**config.mk**
```make
export PLATFORM = sky130hd
export DESIGN_NAME = donut_pixel_out_flat
export DESIGN_NICKNAME = d
export VERILOG_FILES = /design/src/rtl/vga_pkg.sv /design/src/rtl/donut_pixel_out_if.sv /design/src/rtl/donut_pixel_out_bayer_dither.sv /design/src/rtl/donut_pixel_out.sv /design/src/flat_wrapper.sv
export SDC_FILE = /design/constraint.sdc
export NUM_CORES = 1
export LEC_CHECK = 0
export ABC_AREA = 1
export CAP_MARGIN = 20
export CORE_MARGIN = 2
export CORE_UTILIZATION = 45
export DETAILED_ROUTE_END_ITERATION = 6
export MAX_ROUTING_LAYER = met4
export PLACE_DENSITY = 0.83
export SYNTH_ARGS = -nofsm -noshare
export SYNTH_HDL_FRONTEND = slang
export SYNTH_SLANG_ARGS = --single-unit
```
**constraint.sdc**
```tcl
create_clock -name clk -period 2.6 [get_ports clk]
set_input_delay 0.65 -clock clk [delete_from_list [all_inputs] [get_ports clk]]
set_output_delay 0.65 -clock clk [all_outputs]
set_load 0.005 [all_outputs]
```
**src/rtl/vga_pkg.sv**
```systemverilog
// vga_pkg: shared VGA timing constants, uo_out bit positions, Bayer threshold lookup
//   and the stage-1 pipeline record used by the pixel output stage.
package vga_pkg;

    localparam int H_DISPLAY = 1220;
    localparam int H_TOTAL   = 1525;
    localparam int V_DISPLAY = 480;
    localparam int V_TOTAL   = 525;

    // uo_out = {hsync_n, B0, G0, R0, vsync_n, B1, G1, R1}
    localparam int UO_HSYNC = 7;
    localparam int UO_B0    = 6;
    localparam int UO_G0    = 5;
    localparam int UO_R0    = 4;
    localparam int UO_VSYNC = 3;
    localparam int UO_B1    = 2;
    localparam int UO_G1    = 1;
    localparam int UO_R1    = 0;

    // 4x4 ordered-dither thresholds, nibble index {by, bx}, entry 0 in the LSBs
    localparam logic [63:0] BAYER = {
        4'd5, 4'd13, 4'd7,  4'd15,
        4'd9, 4'd1,  4'd11, 4'd3,
        4'd6, 4'd14, 4'd4,  4'd12,
        4'd10, 4'd2, 4'd8,  4'd0
    };

    function automatic logic [3:0] bayer4(input logic [1:0] bx, input logic [1:0] by);
        return BAYER[{by, bx, 2'b00} +: 4];
    endfunction

    typedef struct packed {
        logic       vis;
        logic       active;
        logic       chk;
        logic       hs;
        logic       vs;
        logic [5:0] luma;
        logic [1:0] bx;
        logic [1:0] by;
    } stage1_t;

    localparam stage1_t S1_RST = '{hs: 1'b1, vs: 1'b1, default: '0};

endpackage

```
**src/rtl/donut_pixel_out_if.sv**
```systemverilog
// donut_pixel_out_if: raster/renderer inputs and PMOD output word of the pixel output stage.
//   h_count[10:0], v_count[9:0], hsync_n, vsync_n  raster timing (sync active-low)
//   donut_visible, donut_luma[5:0]                 held renderer sample
//   uo_out[7:0]                                    registered VGA PMOD word
//   master: drives raster/renderer, reads uo_out; slave: the output stage.
interface donut_pixel_out_if;
    logic [10:0] h_count;
    logic [9:0]  v_count;
    logic        hsync_n;
    logic        vsync_n;
    logic        donut_visible;
    logic [5:0]  donut_luma;
    logic [7:0]  uo_out;

    modport master (output h_count, v_count, hsync_n, vsync_n, donut_visible, donut_luma,
                    input  uo_out);
    modport slave  (input  h_count, v_count, hsync_n, vsync_n, donut_visible, donut_luma,
                    output uo_out);
endinterface

```
**src/rtl/donut_pixel_out_bayer_dither.sv**
```systemverilog
// bayer_dither: combinational 6-bit to 2-bit ordered dither.
//   luma[5:0] in, bx/by[1:0] matrix position in, lvl[1:0] out (saturates at 3).
module bayer_dither
    import vga_pkg::*;
(
    input  logic [5:0] luma,
    input  logic [1:0] bx,
    input  logic [1:0] by,
    output logic [1:0] lvl
);

    always_comb lvl = (luma[3:0] > bayer4(bx, by) && luma[5:4] != 2'd3) ? luma[5:4] + 2'd1 : luma[5:4];

endmodule

```
**src/rtl/donut_pixel_out.sv**
```systemverilog
// donut_pixel_out: two-stage dither/background/blanking pipeline producing the VGA PMOD word.
//   clk, rst_n (synchronous, active-low)
//   bus (slave): h_count, v_count, hsync_n, vsync_n, donut_visible, donut_luma in; uo_out out
module donut_pixel_out #(
    parameter int H_DISPLAY = vga_pkg::H_DISPLAY,
    parameter int H_TOTAL   = vga_pkg::H_TOTAL,
    parameter int V_DISPLAY = vga_pkg::V_DISPLAY,
    parameter int V_TOTAL   = vga_pkg::V_TOTAL
) (
    input logic              clk,
    input logic              rst_n,
    donut_pixel_out_if.slave bus
);
    import vga_pkg::*;

    // The last 8 visible columns are never donut: the renderer's held value there is stale.
    localparam logic [10:0] H_GUARD = 11'(H_DISPLAY - 8);
    localparam logic [10:0] H_ACT   = 11'(H_DISPLAY);
    localparam logic [10:0] H_LAST  = 11'(H_TOTAL - 1);
    localparam logic [9:0]  V_ACT   = 10'(V_DISPLAY);
    localparam logic [9:0]  V_LAST  = 10'(V_TOTAL - 1);

    stage1_t    s1_q, s1_d;
    logic [4:0] scroll_q, scroll_d;
    logic [7:0] uo_q, uo_d;
    logic [1:0] lvl, r, g, b;

    bayer_dither u_dither (
        .luma (s1_q.luma),
        .bx   (s1_q.bx),
        .by   (s1_q.by),
        .lvl  (lvl)
    );

    always_comb begin
        s1_d.vis    = bus.donut_visible && bus.h_count < H_GUARD;
        s1_d.active = bus.h_count < H_ACT && bus.v_count < V_ACT;
        // Only bit 0 of the scrolled column index selects the checker phase
        s1_d.chk    = 1'(bus.h_count[9:5] + scroll_q) ^ bus.v_count[5];
        s1_d.hs     = bus.hsync_n;
        s1_d.vs     = bus.vsync_n;
        s1_d.luma   = bus.donut_luma;
        s1_d.bx     = bus.h_count[3:2];
        s1_d.by     = bus.v_count[1:0];
        scroll_d    = (bus.h_count == H_LAST && bus.v_count == V_LAST) ? scroll_q + 5'd1 : scroll_q;
        r = !s1_q.active ? 2'd0 : s1_q.vis ? lvl : 2'd0;
        g = r;
        b = !s1_q.active ? 2'd0 : s1_q.vis ? {1'b0, lvl[1]} : {1'b0, s1_q.chk};
        uo_d           = '0;
        uo_d[UO_HSYNC] = s1_q.hs;
        uo_d[UO_VSYNC] = s1_q.vs;
        uo_d[UO_R1]    = r[1];
        uo_d[UO_R0]    = r[0];
        uo_d[UO_G1]    = g[1];
        uo_d[UO_G0]    = g[0];
        uo_d[UO_B1]    = b[1];
        uo_d[UO_B0]    = b[0];
    end

    always_ff @(posedge clk) begin
        if (!rst_n) begin
            s1_q     <= S1_RST;
            uo_q     <= 8'h88;
            scroll_q <= '0;
        end else begin
            s1_q     <= s1_d;
            uo_q     <= uo_d;
            scroll_q <= scroll_d;
        end
    end

    assign bus.uo_out = uo_q;

endmodule

```
**src/flat_wrapper.sv**
```systemverilog
// flat-port wrapper written by rule: the top's interface ports become plain ports
module donut_pixel_out_flat import vga_pkg::*;
#(
    parameter int H_DISPLAY = vga_pkg::H_DISPLAY,
    parameter int H_TOTAL   = vga_pkg::H_TOTAL,
    parameter int V_DISPLAY = vga_pkg::V_DISPLAY,
    parameter int V_TOTAL   = vga_pkg::V_TOTAL
)
  (clk, rst_n, bus_h_count, bus_v_count, bus_hsync_n, bus_vsync_n, bus_donut_visible, bus_donut_luma, bus_uo_out);
  donut_pixel_out_if bus_i ();
  input logic clk;
  input logic rst_n;
  input wire logic [$bits(bus_i.h_count)-1:0] bus_h_count;
  input wire logic [$bits(bus_i.v_count)-1:0] bus_v_count;
  input wire logic [$bits(bus_i.hsync_n)-1:0] bus_hsync_n;
  input wire logic [$bits(bus_i.vsync_n)-1:0] bus_vsync_n;
  input wire logic [$bits(bus_i.donut_visible)-1:0] bus_donut_visible;
  input wire logic [$bits(bus_i.donut_luma)-1:0] bus_donut_luma;
  output wire logic [$bits(bus_i.uo_out)-1:0] bus_uo_out;
  assign bus_i.h_count = bus_h_count;
  assign bus_i.v_count = bus_v_count;
  assign bus_i.hsync_n = bus_hsync_n;
  assign bus_i.vsync_n = bus_vsync_n;
  assign bus_i.donut_visible = bus_donut_visible;
  assign bus_i.donut_luma = bus_donut_luma;
  assign bus_uo_out = bus_i.uo_out;
  donut_pixel_out #(.H_DISPLAY(H_DISPLAY), .H_TOTAL(H_TOTAL), .V_DISPLAY(V_DISPLAY), .V_TOTAL(V_TOTAL)) u_core (.clk(clk), .rst_n(rst_n), .bus(bus_i));
endmodule
```
**After elaboration in Yosys (flattened, before gate mapping)**

Index checks and enable logic that the tools add are counted.
Widths: inputs -> output; s select.

- Register bits after elaboration: 28
- Logic and storage cells: 32
- Input port bits: 32
- Output and inout bits: 8

- Add/sub/neg operators: 3
- Bitwise gates (word level): 1
- Magnitude comparators: 4
- Equality and inequality tests: 3
- Reductions and logical operators: 5
- Muxes and demuxes: 4
- Shift operators: 1

Operators by type and width:

| cell | number |
|---|---|
| $shiftx 64x7->4 const A | 1 |
| $lt 11x11->1 const B | 2 |
| $eq 11x11->1 const B | 1 |
| $eq 10x10->1 const B | 1 |
| $lt 10x9->1 const B | 1 |
| $mux 2 | 3 |
| $add 5x1->5 const B | 1 |
| $gt 4x4->1 | 1 |
| $logic_and 1x1->1 | 4 |
| $add 2x1->2 const B | 1 |
| $ne 2x2->1 const B | 1 |
| $reduce_and 2->1 | 1 |
| $add 1x1->1 | 1 |
| $mux 1 | 1 |
| $xor 1x1->1 | 1 |

**Longest topological paths before layout**

Gate-level depths: netlist of the first run.

- Word-level depth: 6
- Gate-level depth with buffers: 11
- Mapped depth without buffers: 11

**Modules after synthesis**

From an unflattened synthesis of the first run, not the netlist that was laid out.

- Cells, all modules: 131
- Area total of the unflattened synthesis: 975.9 um^2

Modules (own cells, without submodules):

| module | cells each | instances | area each (um^2) | seq. area each (um^2) |
|---|---|---|---|---|
| donut_pixel_out | 102 | 1 | 797.0 | 420.4 |
| bayer_dither | 29 | 1 | 178.9 | 0.0 |

**Least setup slack after synthesis of the first run**

OpenSTA, ideal clock, no wires.

- Path type: register to register
- Start: reg u_core.s1_q[0] (netlist name)
- End: reg u_core.uo_q[6] (netlist: u_core.bus.uo_out[6])
- Setup time: 115 ps
- Required time: 2,485 ps
- Setup slack: 1,333 ps
- Clock period less this slack: 1,267 ps
- Buffers on the path: 0
- Arrival time: 1,152 ps
- Cell stages (with the launch flop): 10
- Path through: dfxtp_1 xnor2_1 ha_1 nand2_1 nor2_1 nor2_2 nand2_1 nand2_1 nand3_1 nand2_1

- Longest elaborated chain between the ends: 5

Ends and longest elaborated chain:

| what | RTL line | RTL |
|---|---|---|
| start, declared | donut_pixel_out.sv:23 | `stage1_t s1_q, s1_d;` |
| start signal, assigned | donut_pixel_out.sv:62 | `s1_q <= S1_RST;` |
| start signal, assigned | donut_pixel_out.sv:66 | `s1_q <= s1_d;` |
| $shiftx 64x7->4 | vga_pkg.sv:29 | `return BAYER[{by, bx, 2'b00} +: 4];` |
| $gt 4x4->1 | donut_pixel_out_bayer_dither.sv:12 | `always_comb lvl = (luma[3:0] > bayer4(bx, by) && luma[5:4] != 2'd3) ? luma[5:4] + 2'd1 : luma[5:4];` |
| $logic_and 1x1->1 | donut_pixel_out_bayer_dither.sv:12 |  |
| $mux 2 | donut_pixel_out_bayer_dither.sv:12 |  |
| $mux 1 | donut_pixel_out.sv:48 | `b = !s1_q.active ? 2'd0 : s1_q.vis ? {1'b0, lvl[1]} : {1'b0, s1_q.chk};` |
| end signal, assigned | donut_pixel_out.sv:67 | `uo_q <= uo_d;` |
| end, declared | donut_pixel_out.sv:25 | `logic [7:0] uo_q, uo_d;` |

No other way between the ends.
A chain may end at the register's enable or synchronous reset.

**Worst setup path after layout of the first run**

- Start: reg u_core.uo_q[5] (netlist: u_core.bus.uo_out[5])
- End: out bus_uo_out[5]

RTL lines:

| what | RTL line | RTL |
|---|---|---|
| end, declared | flat_wrapper.sv:19 | `output wire logic [$bits(bus_i.uo_out)-1:0] bus_uo_out;` |

No word-level cell between the ends.

==> results of run 1 <==
-- sequential cells by signal, indices dropped and copies added (netlist names) --
name	count
u_core.s1_q	15
u_core.scroll_q	1
u_core.bus.uo_out	5
-- cell type report --
type,instances,area [um^2],area share
Clock buffer,3,22.5,0.0164
Clock inverter,1,5.00,0.00364
Inverter,28,105,0.0764
Multi-Input combinational cell,79,402,0.292
Sequential cell,21,420,0.305
Tap cell,27,33.8,0.0245
Timing Repair Buffer,39,388,0.282
-- routing by layer --
metal	wire length [um]	up-vias	global-route usage
li1	-	471	-
met1	745	388	0.155
met2	983	28	0.342
met3	91	5	0.0179
met4	46	0	0.0946
met5	0	-	-
-- cell families after synthesis --
family,synth area share
buf+inv,0.149
simple gates,0.286
compound gates,0.0337
flops,0.435
other cells,0.00388
fa+ha+maj,0.0648
xor+xnor,0.0272
-- power by group through the flow --
stage	logic [W]	clock network, W	registers [W]
2_1_floorplan	0.0000571	0	0.000348
3_3_place_gp	0.000116	0	0.000348
3_5_place_dp	0.000121	0	0.000350
4_1_cts	0.000122	0.000152	0.000342
5_1_grt	0.000137	0.000162	0.000344
6_report	0.000120	0.000150	0.000342
-- worst paths after layout --
check | endpoint | startpoint
worst max register to register | u_core.bus.uo_out[6] | u_core.s1_q[0]
worst max-delay path | bus_uo_out[5] | u_core.bus.uo_out[5]
worst min register to register | u_core.bus.uo_out[7] | u_core.s1_q[11]
worst min-delay path | u_core.bus.uo_out[7] | u_core.s1_q[11]
-- stage by stage --
step	hold slack (ns)	util	power [W]
2_1_floorplan	0.393	-	0.000405
5_1_grt	0.451	0.688	0.000643
3_3_place_gp	0.396	0.674	0.000464
4_1_cts	0.436	0.688	0.000616
3_5_place_dp	0.403	0.674	0.000471
6_report	0.432	0.688	0.000612
-- cells in the mapped netlist (2+ instances only) --
cell type and n:
nand3_1 5, or2_2 4, a21oi_1 3, inv_1 28, dfxtp_1 21, nand2_1 31
xnor2_1 3, buf_4 3, nand4_1 4, o21ai_0 2, nor2_1 16, ha_1 5
==> run summary, run 1 <==
Seq cells post-synth: 21
Layout Nets: 209
Peak Freq: 559 MHz
area delta synth->final: 42.5%
CTS root buf: clkbuf_4
cell count of the worst hold path: 1
Distinct cells, synth: 20
DIE HEIGHT: 50.3 um
Clk pwr share: 0.245
CP Buf/Inv Count: 1
worst-path fanout max: 2
Clock Sinks: 21
cts bufs inserted: 3
pwr/cell area: 445 nW/um^2
Post-synth top flop: dfxtp_1
outcome: finished, final reports clean
number of synthesized flops with an enable pin: 0
DRC: 0
CTS tree: built
Critical-path top delay cell: clkdlybuf4s50_1
leakage: 0.683 nW
r2r setup slk: 1.16 ns
final std cells w/o fill: 198
Synth area leader: dfxtp_1
Ys Warns: 0
post-route cell area: 1380 um^2
Fillers: 166
Tot GR Track Use: 0.172
Placed Instances: 194
placed inst area: 1350 um^2
post-route ant nets: 0
crit path kind: reg -> out
WP depth: 1
commonest non-fill, non-tap cell in the layout: clkdlybuf4s50_1
Pre-Repair DR Iteration Count: 4
FP Rows: 16
dominant cells by area after synthesis: dfxtp_1, nand2_1, inv_1, ha_1, nor2_1
io pins: 40
clock tree buffer depth: 2
GP Congestion: 0.852
Remaining Overflow, GRT: 0
Die ar.: 2530 um^2
Via density: 4.51
antenna violations before repair: 0
Comb pwr share: 0.197
Pint: 0.000464 W
Sw Share: 0.241
setup violators final: 0
synthesized area: 966 um^2
CP Launch Type: register
clk slew on worst S/H paths: 0.11 ns
minimum clock period: 1.79 ns
NetSw: 0.000148 W
Fin Setup TNS: 0 ns
drt total wl: 1.87 mm
H-tree levels: 1
syn nets: 170
die width: 50.3 um
Layout Skew: 0.00926 ns
register area share after synthesis: 0.435
Synth top area share: 0.435
r2r worst-path depth: 10
DRT iter0 DRCs: 7
required time worst endpoint: 1.95 ns
Max VDD drop: 0.276 mV
syn_area_per_cell: 7.26 um^2
Hold Fails Final Rpt: 0
Final Max Tran Viols: 0
number of diodes: 0
RSZ-0062 raised after global routing: no
MaxCap Viol Count: 0
first-pass GRT wire length: 3.19 mm
Crit. End Element: primary output
sequential share of power: 0.559
post-CTS setup buffers: 0
pin count of the biggest net entering global routing: 17
insertion delay of the later-clocked pin in the worst-skew pair: 0.30 ns
I/O Buffers: 38
gate count after technology mapping: 133
routed len/inst: 9.43 um
delay-heaviest family, CP: buffers and inverters
HPWL Detailed: 1.58 mm
number of gates resized after cts: 0
Core Area: 2000 um^2
Vias: 892
asr flop ratio synth: 0
Hold Path Class: reg -> reg
Tcrit/Tclk final: 0.688
worst stage delay on the critical path: 0.49 ns
Final WS setup: 0.812 ns
layout cells sized above 1: 0.0585
most frequent cells in the layout: clkdlybuf4s50_1, nand2_1, inv_1, dfxtp_1, nor2_1
Starting Density: 0.482
worst path cell trace: clkdlybuf4s50_1
Setup WS pre-CTS: 0.811 ns
Crit path arrival time: 1.14 ns
# hold bufs at CTS: 0
vias in the first global route: 877
Power figures use the tool's default switching activity.
==> run 2, diff against run 1 <==
Settings changed: CORE_UTILIZATION 45 to 37, PLACE_DENSITY 0.83 to 0.73.
Clock period 2.6 ns to 1.55 ns, I/O delays scaled along.
==> run 2 against run 1 <==
- via count down 2.9%
- largest cell class unchanged
- design area up 1.9%
- clock power up 65%
- largest power group unchanged
==> run summary, run 2 (synthesized netlist as in run 1, its figures left out) <==
r2r setup slk: 0.17 ns (-0.99 ns)
clk slew on worst S/H paths: 0.10 ns (about the same)
worst stage delay on the critical path: 0.49 ns (about the same)
Final Max Tran Viols: 0 (unchanged)
antenna violations before repair: 0 (unchanged)
worst path cell trace: clkdlybuf4s50_1
setup violators final: 0 (unchanged)
Comb pwr share: 0.198 (about the same)
Starting Density: 0.390 (-0.0926)
final std cells w/o fill: 202 (+2.0%)
Layout Nets: 210 (+0.48%)
post-CTS setup buffers: 0 (unchanged)
first-pass GRT wire length: 3.17 mm (-0.63%)
Crit path arrival time: 1.11 ns (-0.03 ns)
outcome: finished, final reports clean
commonest non-fill, non-tap cell in the layout: clkdlybuf4s50_1
Die ar.: 3040 um^2 (+20%)
Sw Share: 0.233 (-0.00818)
Clk pwr share: 0.241 (-0.004)
DRC: 0 (unchanged)
Hold Fails Final Rpt: 0 (unchanged)
FP Rows: 18 (+2)
Vias: 866 (-2.9%)
CTS tree: built
Fin Setup TNS: 0 ns (unchanged)
pwr/cell area: 730 nW/um^2 (+64%)
Crit. End Element: primary output
DIE HEIGHT: 55.1 um (+9.5%)
NetSw: 0.000239 W (+62%)
delay-heaviest family, CP: buffers and inverters
Layout Skew: 0.000703 ns (-0.00856 ns)
post-route ant nets: 0 (unchanged)
reg2reg start: u_core.s1_q[0]
Hold Path Class: reg -> reg
clock tree buffer depth: 2 (unchanged)
worst-path fanout max: 2 (unchanged)
WP depth: 1 (unchanged)
pin count of the biggest net entering global routing: 12 (-5)
CTS root buf: clkbuf_4
vias in the first global route: 847 (-3.4%)
CP Launch Type: register
post-route cell area: 1400 um^2 (+1.9%)
GP Congestion: 0.834 (-2.1%)
Via density: 4.29 (-4.8%)
CP endpoint: bus_uo_out[0]
Pint: 0.000785 W (+69%)
Core Area: 2480 um^2 (+24%)
area delta synth->final: 45.2%
Hold WS: 0.435 ns (+0.00340 ns)
CP Buf/Inv Count: 1 (unchanged)
Max VDD drop: 0.377 mV (+36%)
r2r endpoint: u_core.bus.uo_out[6]
placed inst area: 1360 um^2 (+0.83%)
Fillers: 246 (+48%)
die width: 55.1 um (+9.5%)
Peak Freq: 669 MHz
most frequent cells in the layout: clkdlybuf4s50_1, nand2_1, inv_1, dfxtp_1, nor2_1
routed len/inst: 9.15 um (-2.9%)
MaxCap Viol Count: 0 (unchanged)
layout cells sized above 1: 0.0872 (+0.0287)
Placed Instances: 198 (+2.1%)
insertion delay of the later-clocked pin in the worst-skew pair: 0.29 ns (about the same)
H-tree levels: 1 (unchanged)
required time worst endpoint: 1.16 ns (-0.79 ns)
Tot GR Track Use: 0.154 (-0.0176)
io pins: 40 (unchanged)
leakage: 0.749 nW (+9.6%)
crit path kind: reg -> out
max FFs per register: 15 (unchanged)
Critical-path top delay cell: clkdlybuf4s50_1
cts bufs inserted: 3 (unchanged)
Pre-Repair DR Iteration Count: 2 (-2)
HPWL Detailed: 1.65 mm (+4.4%)
Remaining Overflow, GRT: 0 (unchanged)
Setup crit start: u_core.bus.uo_out[1]
minimum clock period: 1.49 ns
sequential share of power: 0.561 (+0.002)
number of diodes: 0 (unchanged)
Clock Sinks: 21 (unchanged)
drt total wl: 1.85 mm (-0.96%)
Final Util: 0.566 (-0.121)
r2r worst-path depth: 9 (-1)
I/O Buffers: 38 (unchanged)
Top reg by flops: u_core.s1_q
RSZ-0062 raised after global routing: no
Tcrit/Tclk final: 0.964
DRT iter0 DRCs: 2 (-5)
[run 2: changes by cell type in the layout (fill, tap and decap cells not counted)]
cell and change:
dlymetal6s2s_1 +4, nand2_2 +1, dfxtp_2 +4, clkdlybuf4s50_1 -5
clkbuf_1 +1, dlygate4sd2_1 +1, nand2_1 -1, dfxtp_1 -4
clkinv_2 -1, buf_4 +1
[run 2: routing by layer]
metal	track usage	part of all wire	wire length, um
met1	0.145	0.39	727
met2	0.288	0.54	1010
met3	0.0161	0.044	81
met4	0.110	0.018	34
met5	-	0	0
[run 2: stage by stage]
step	setup WS [ns]	total power [W]
2_1_floorplan	0.283	0.000680
3_3_place_gp	0.0732	0.000781
3_5_place_dp	0.0430	0.000791
4_1_cts	0.0120	0.00104
5_1_grt	0.00163	0.00109
6_report	0.0557	0.00102
[run 2: layout make-up]
cell class	count	area, um^2	share of cell area
Sequential cell	21	425	0.303
Multi-Input combinational cell	79	404	0.288
Timing Repair Buffer	40	404	0.288
Inverter	28	105	0.0749
Tap cell	30	37.5	0.0268
Clock buffer	4	26.3	0.0187
[run 2: worst min path at each step]
stage | from | end | slack (ns) | cells after the start
after global placement | u_core.s1_q[10] | u_core.bus.uo_out[3] | 0.40 | 1
after global routing | u_core.s1_q[10] | u_core.bus.uo_out[3] | 0.45 | 1
after floorplan | u_core.s1_q[10] | u_core.bus.uo_out[3] | 0.39 | 1
final | u_core.s1_q[11] | u_core.bus.uo_out[7] | 0.44 | 1
after detailed placement | u_core.s1_q[11] | u_core.bus.uo_out[7] | 0.42 | 1
after CTS | u_core.s1_q[11] | u_core.bus.uo_out[7] | 0.44 | 1
[run 2: repair_timing]
item / CTS / global route
hold buffers: 0 / 0
gates resized for setup: 1 / 9
setup endpoints to repair: 1 / 6
[run 2: power groups by stage]
stage | sequential [W] | clock (W) | combinational [W]
3_5_place_dp | 0.000587 | 0 | 0.000204
5_1_grt | 0.000577 | 0.000286 | 0.000231
6_report | 0.000574 | 0.000247 | 0.000203
2_1_floorplan | 0.000584 | 0 | 0.0000957
3_3_place_gp | 0.000585 | 0 | 0.000196
4_1_cts | 0.000574 | 0.000263 | 0.000205
==> run 3, diff against run 2 <==
Settings changed: ABC_AREA 1 to 0, CORE_MARGIN 2 to not set, CORE_UTILIZATION 37 to 36, PLACE_DENSITY 0.73 to 0.72.
==> run 3 against run 2 <==
- routed wire length increased by 2.1%
- non-clock buffer count increased by 4
- hold slack worse by 0.072 ns
- utilization increased by 5.5 points
- highest routed layer unchanged
- sequential power barely moved
- global-route usage is 0.33 points higher
- clock skew up 0.00085 ns
- worst setup slack got worse by 0.023 ns
==> run summary, run 3 <==
syn_area_per_cell: 10.2 um^2 (+40%)
insertion delay of the later-clocked pin in the worst-skew pair: 0.30 ns (about the same)
dominant cells by area after synthesis: dfxtp_1, and2_1, ha_1, xnor2_1, nand2b_1
RSZ-0062 raised after global routing: yes
synthesized area: 906 um^2 (-6.2%)
H-tree levels: 1 (unchanged)
drt total wl: 1.89 mm (+2.1%)
DIE HEIGHT: 52.2 um (-5.3%)
leakage: 0.647 nW (-14%)
Pre-Repair DR Iteration Count: 4 (+2)
worst stage delay on the critical path: 0.50 ns (about the same)
cts bufs inserted: 3 (unchanged)
Final Util: 0.621 (+0.0553)
Crit. End Element: primary output
Pint: 0.000794 W (+1.2%)
GP Congestion: 0.769 (-7.9%)
most common cell in the netlist: dfxtp_1
clock tree buffer depth: 2 (unchanged)
Hold Path Class: in -> reg
Critical-path top delay cell: clkdlybuf4s50_1
number of diodes: 0 (unchanged)
Tcrit/Tclk final: 0.979 (+0.0150)
Sw Share: 0.231 (-0.00234)
Ys Warns: 0 (unchanged)
Tot GR Track Use: 0.157 (+0.00328)
Hold Fails Final Rpt: 0 (unchanged)
CP Buf/Inv Count: 1 (unchanged)
number of synthesized flops with an enable pin: 0 (unchanged)
MaxCap Viol Count: 0 (unchanged)
pin count of the biggest net entering global routing: 24 (+12)
first-pass GRT wire length: 3.05 mm (-3.9%)
CP Launch Type: register
crit path kind: reg -> out
# hold bufs at CTS: 0 (unchanged)
antenna violations before repair: 0 (unchanged)
asr flop ratio synth: 0 (unchanged)
Crit path arrival time: 1.13 ns (+0.02 ns)
sequential share of power: 0.559 (-0.002)
FP Rows: 17 (-1)
Setup WS pre-CTS: -0.279 ns (-0.322 ns)
gate count after technology mapping: 89 (-33%)
commonest non-fill, non-tap cell in the layout: clkdlybuf4s50_1
register area share after synthesis: 0.464 (+0.0289)
Synth top area share: 0.464 (+0.0289)
NetSw: 0.000238 W (-0.13%)
Clock Sinks: 21 (unchanged)
outcome: finished, final reports clean
Die ar.: 2720 um^2 (-10%)
io pins: 40 (unchanged)
Vias: 788 (-9.0%)
required time worst endpoint: 1.16 ns (about the same)
Top reg by flops: u_core.s1_q
HPWL Detailed: 1.49 mm (-9.7%)
Synth top cells by count: dfxtp_1, and2_1, ha_1, nand2b_1, nand4_1
Final Max Tran Viols: 0 (unchanged)
worst-path fanout max: 2 (unchanged)
CTS root buf: clkbuf_4
Fin Setup TNS: 0 ns (unchanged)
Comb pwr share: 0.193 (-0.005)
Fillers: 205 (-17%)
Peak Freq: 659 MHz (-1.5%)
Starting Density: 0.394 (+0.00444)
post-route ant nets: 0 (unchanged)
syn nets: 126 (-26%)
I/O Buffers: 38 (unchanged)
Post-synth top flop: dfxtp_1
layout cells sized above 1: 0.152 (+0.0643)
DRC: 0 (unchanged)
DRT iter0 DRCs: 4 (+2)
delay-heaviest family, CP: buffers and inverters
multi-input logic area: 477 um^2 (+18%)
post-CTS setup buffers: 0 (unchanged)
Final WS setup: 0.0324 ns (-0.0233 ns)
routed len/inst: 11.8 um (+29%)
minimum clock period: 1.52 ns (+0.0233 ns)
Max VDD drop: 0.608 mV (+61%)
die width: 52.2 um (-5.3%)
setup violators final: 0 (unchanged)
Clk pwr share: 0.248 (+0.007)
Layout Skew: 0.00155 ns (+0.000848 ns)
Remaining Overflow, GRT: 0 (unchanged)
worst path cell trace: clkdlybuf4s50_1
max FFs per register: 15 (unchanged)
Distinct cells, synth: 28 (+40%)
Layout Nets: 170 (-19%)
Via density: 4.93 (+15%)
clk slew on worst S/H paths: 0.10 ns (about the same)
Seq cells post-synth: 21 (unchanged)
pwr/cell area: 723 nW/um^2 (-0.89%)
CTS tree: built
Sequential Area: 425 um^2 (unchanged)
area delta synth->final: 57.6%
Core Area: 2300 um^2 (-7.3%)
vias in the first global route: 782 (-7.7%)
most frequent cells in the layout: clkdlybuf4s50_1, dfxtp_1, and2_1, dlymetal6s2s_1, buf_4
Synth area leader: dfxtp_1
-- run 3: power by group through the flow --
stage | sequential, W | combinational, W | clock (W)
floorplan | 0.000585 | 0.0000768 | 0
global route | 0.000581 | 0.000221 | 0.000288
finish | 0.000577 | 0.000200 | 0.000256
CTS | 0.000576 | 0.000195 | 0.000265
detailed placement | 0.000588 | 0.000194 | 0
global placement | 0.000587 | 0.000189 | 0
-- run 3: cell type report --
class	instances	share of cell area
inverters	3	0.00789
multi-input cells	60	0.334
well taps	28	0.0245
repair buffers	44	0.317
clock buffers	4	0.0184
flip-flops and latches	21	0.298
-- run 3: path summary, 6_finish.rpt --
kind | start | endpoint | slack [ns] | depth (start not counted)
worst max-delay path | u_core.bus.uo_out[5] | bus_uo_out[4] | 0.03 | 1
worst min-delay path | bus_v_count[9] | u_core.s1_q[13] | 0.36 | 3
worst max register to register | u_core.s1_q[1] | u_core.bus.uo_out[6] | 0.05 | 6
worst min register to register | u_core.s1_q[10] | u_core.bus.uo_out[3] | 0.42 | 1
-- run 3: logic make-up after synthesis --
logic type,Yosys count,share of synthesized area
AOI/OAI and AO/OA,12,0.0856
xor gates and xnor gates,4,0.0387
adders and majority gates,5,0.0691
buffers and inverters,8,0.0456
DFF,21,0.464
muxes,2,0.0221
other,1,0.00414
and+or+nand+nor,36,0.271
-- run 3: worst reg2reg max path: stages (launching register included) --
cell      delay (ns)
dfxtp_2         0.35
xnor2_2         0.12
ha_1            0.28
nor2b_1         0.13
o211ai_1        0.25
a211o_1         0.19
o211ai_1        0.08
-- run 3: what timing repair did --
| action | in CTS | in global routing |
|---|---|---|
| hold endpoints to repair | 0 | 0 |
| resized for setup | 0 | 20 |
| setup endpoints to repair | 0 | 10 |
-- run 3: layer usage --
layer  wire, um  vias up  track usage  share of wire
met1        729      358        0.149           0.39
met5          0        -            -              0
li1           -      399            -              -
met2       1030       27        0.301           0.55
met3         94        4       0.0263          0.050
met4         33        0       0.0789          0.017
-- run 3: metrics by stage --
| step | total power [W] | instance area (um^2) | instances | hold slack, ns |
|---|---|---|---|---|
| 3_5_place_dp | 0.000782 | 1340 | 156 | 0.401 |
| 5_1_grt | 0.00109 | 1430 | 160 | 0.383 |
| 4_1_cts | 0.00104 | 1360 | 160 | 0.429 |
| 2_1_floorplan | 0.000662 | 906 | 89 | 0.386 |
| 3_3_place_gp | 0.000775 | 1340 | 156 | 0.390 |
| 6_report | 0.00103 | 1430 | 160 | 0.364 |
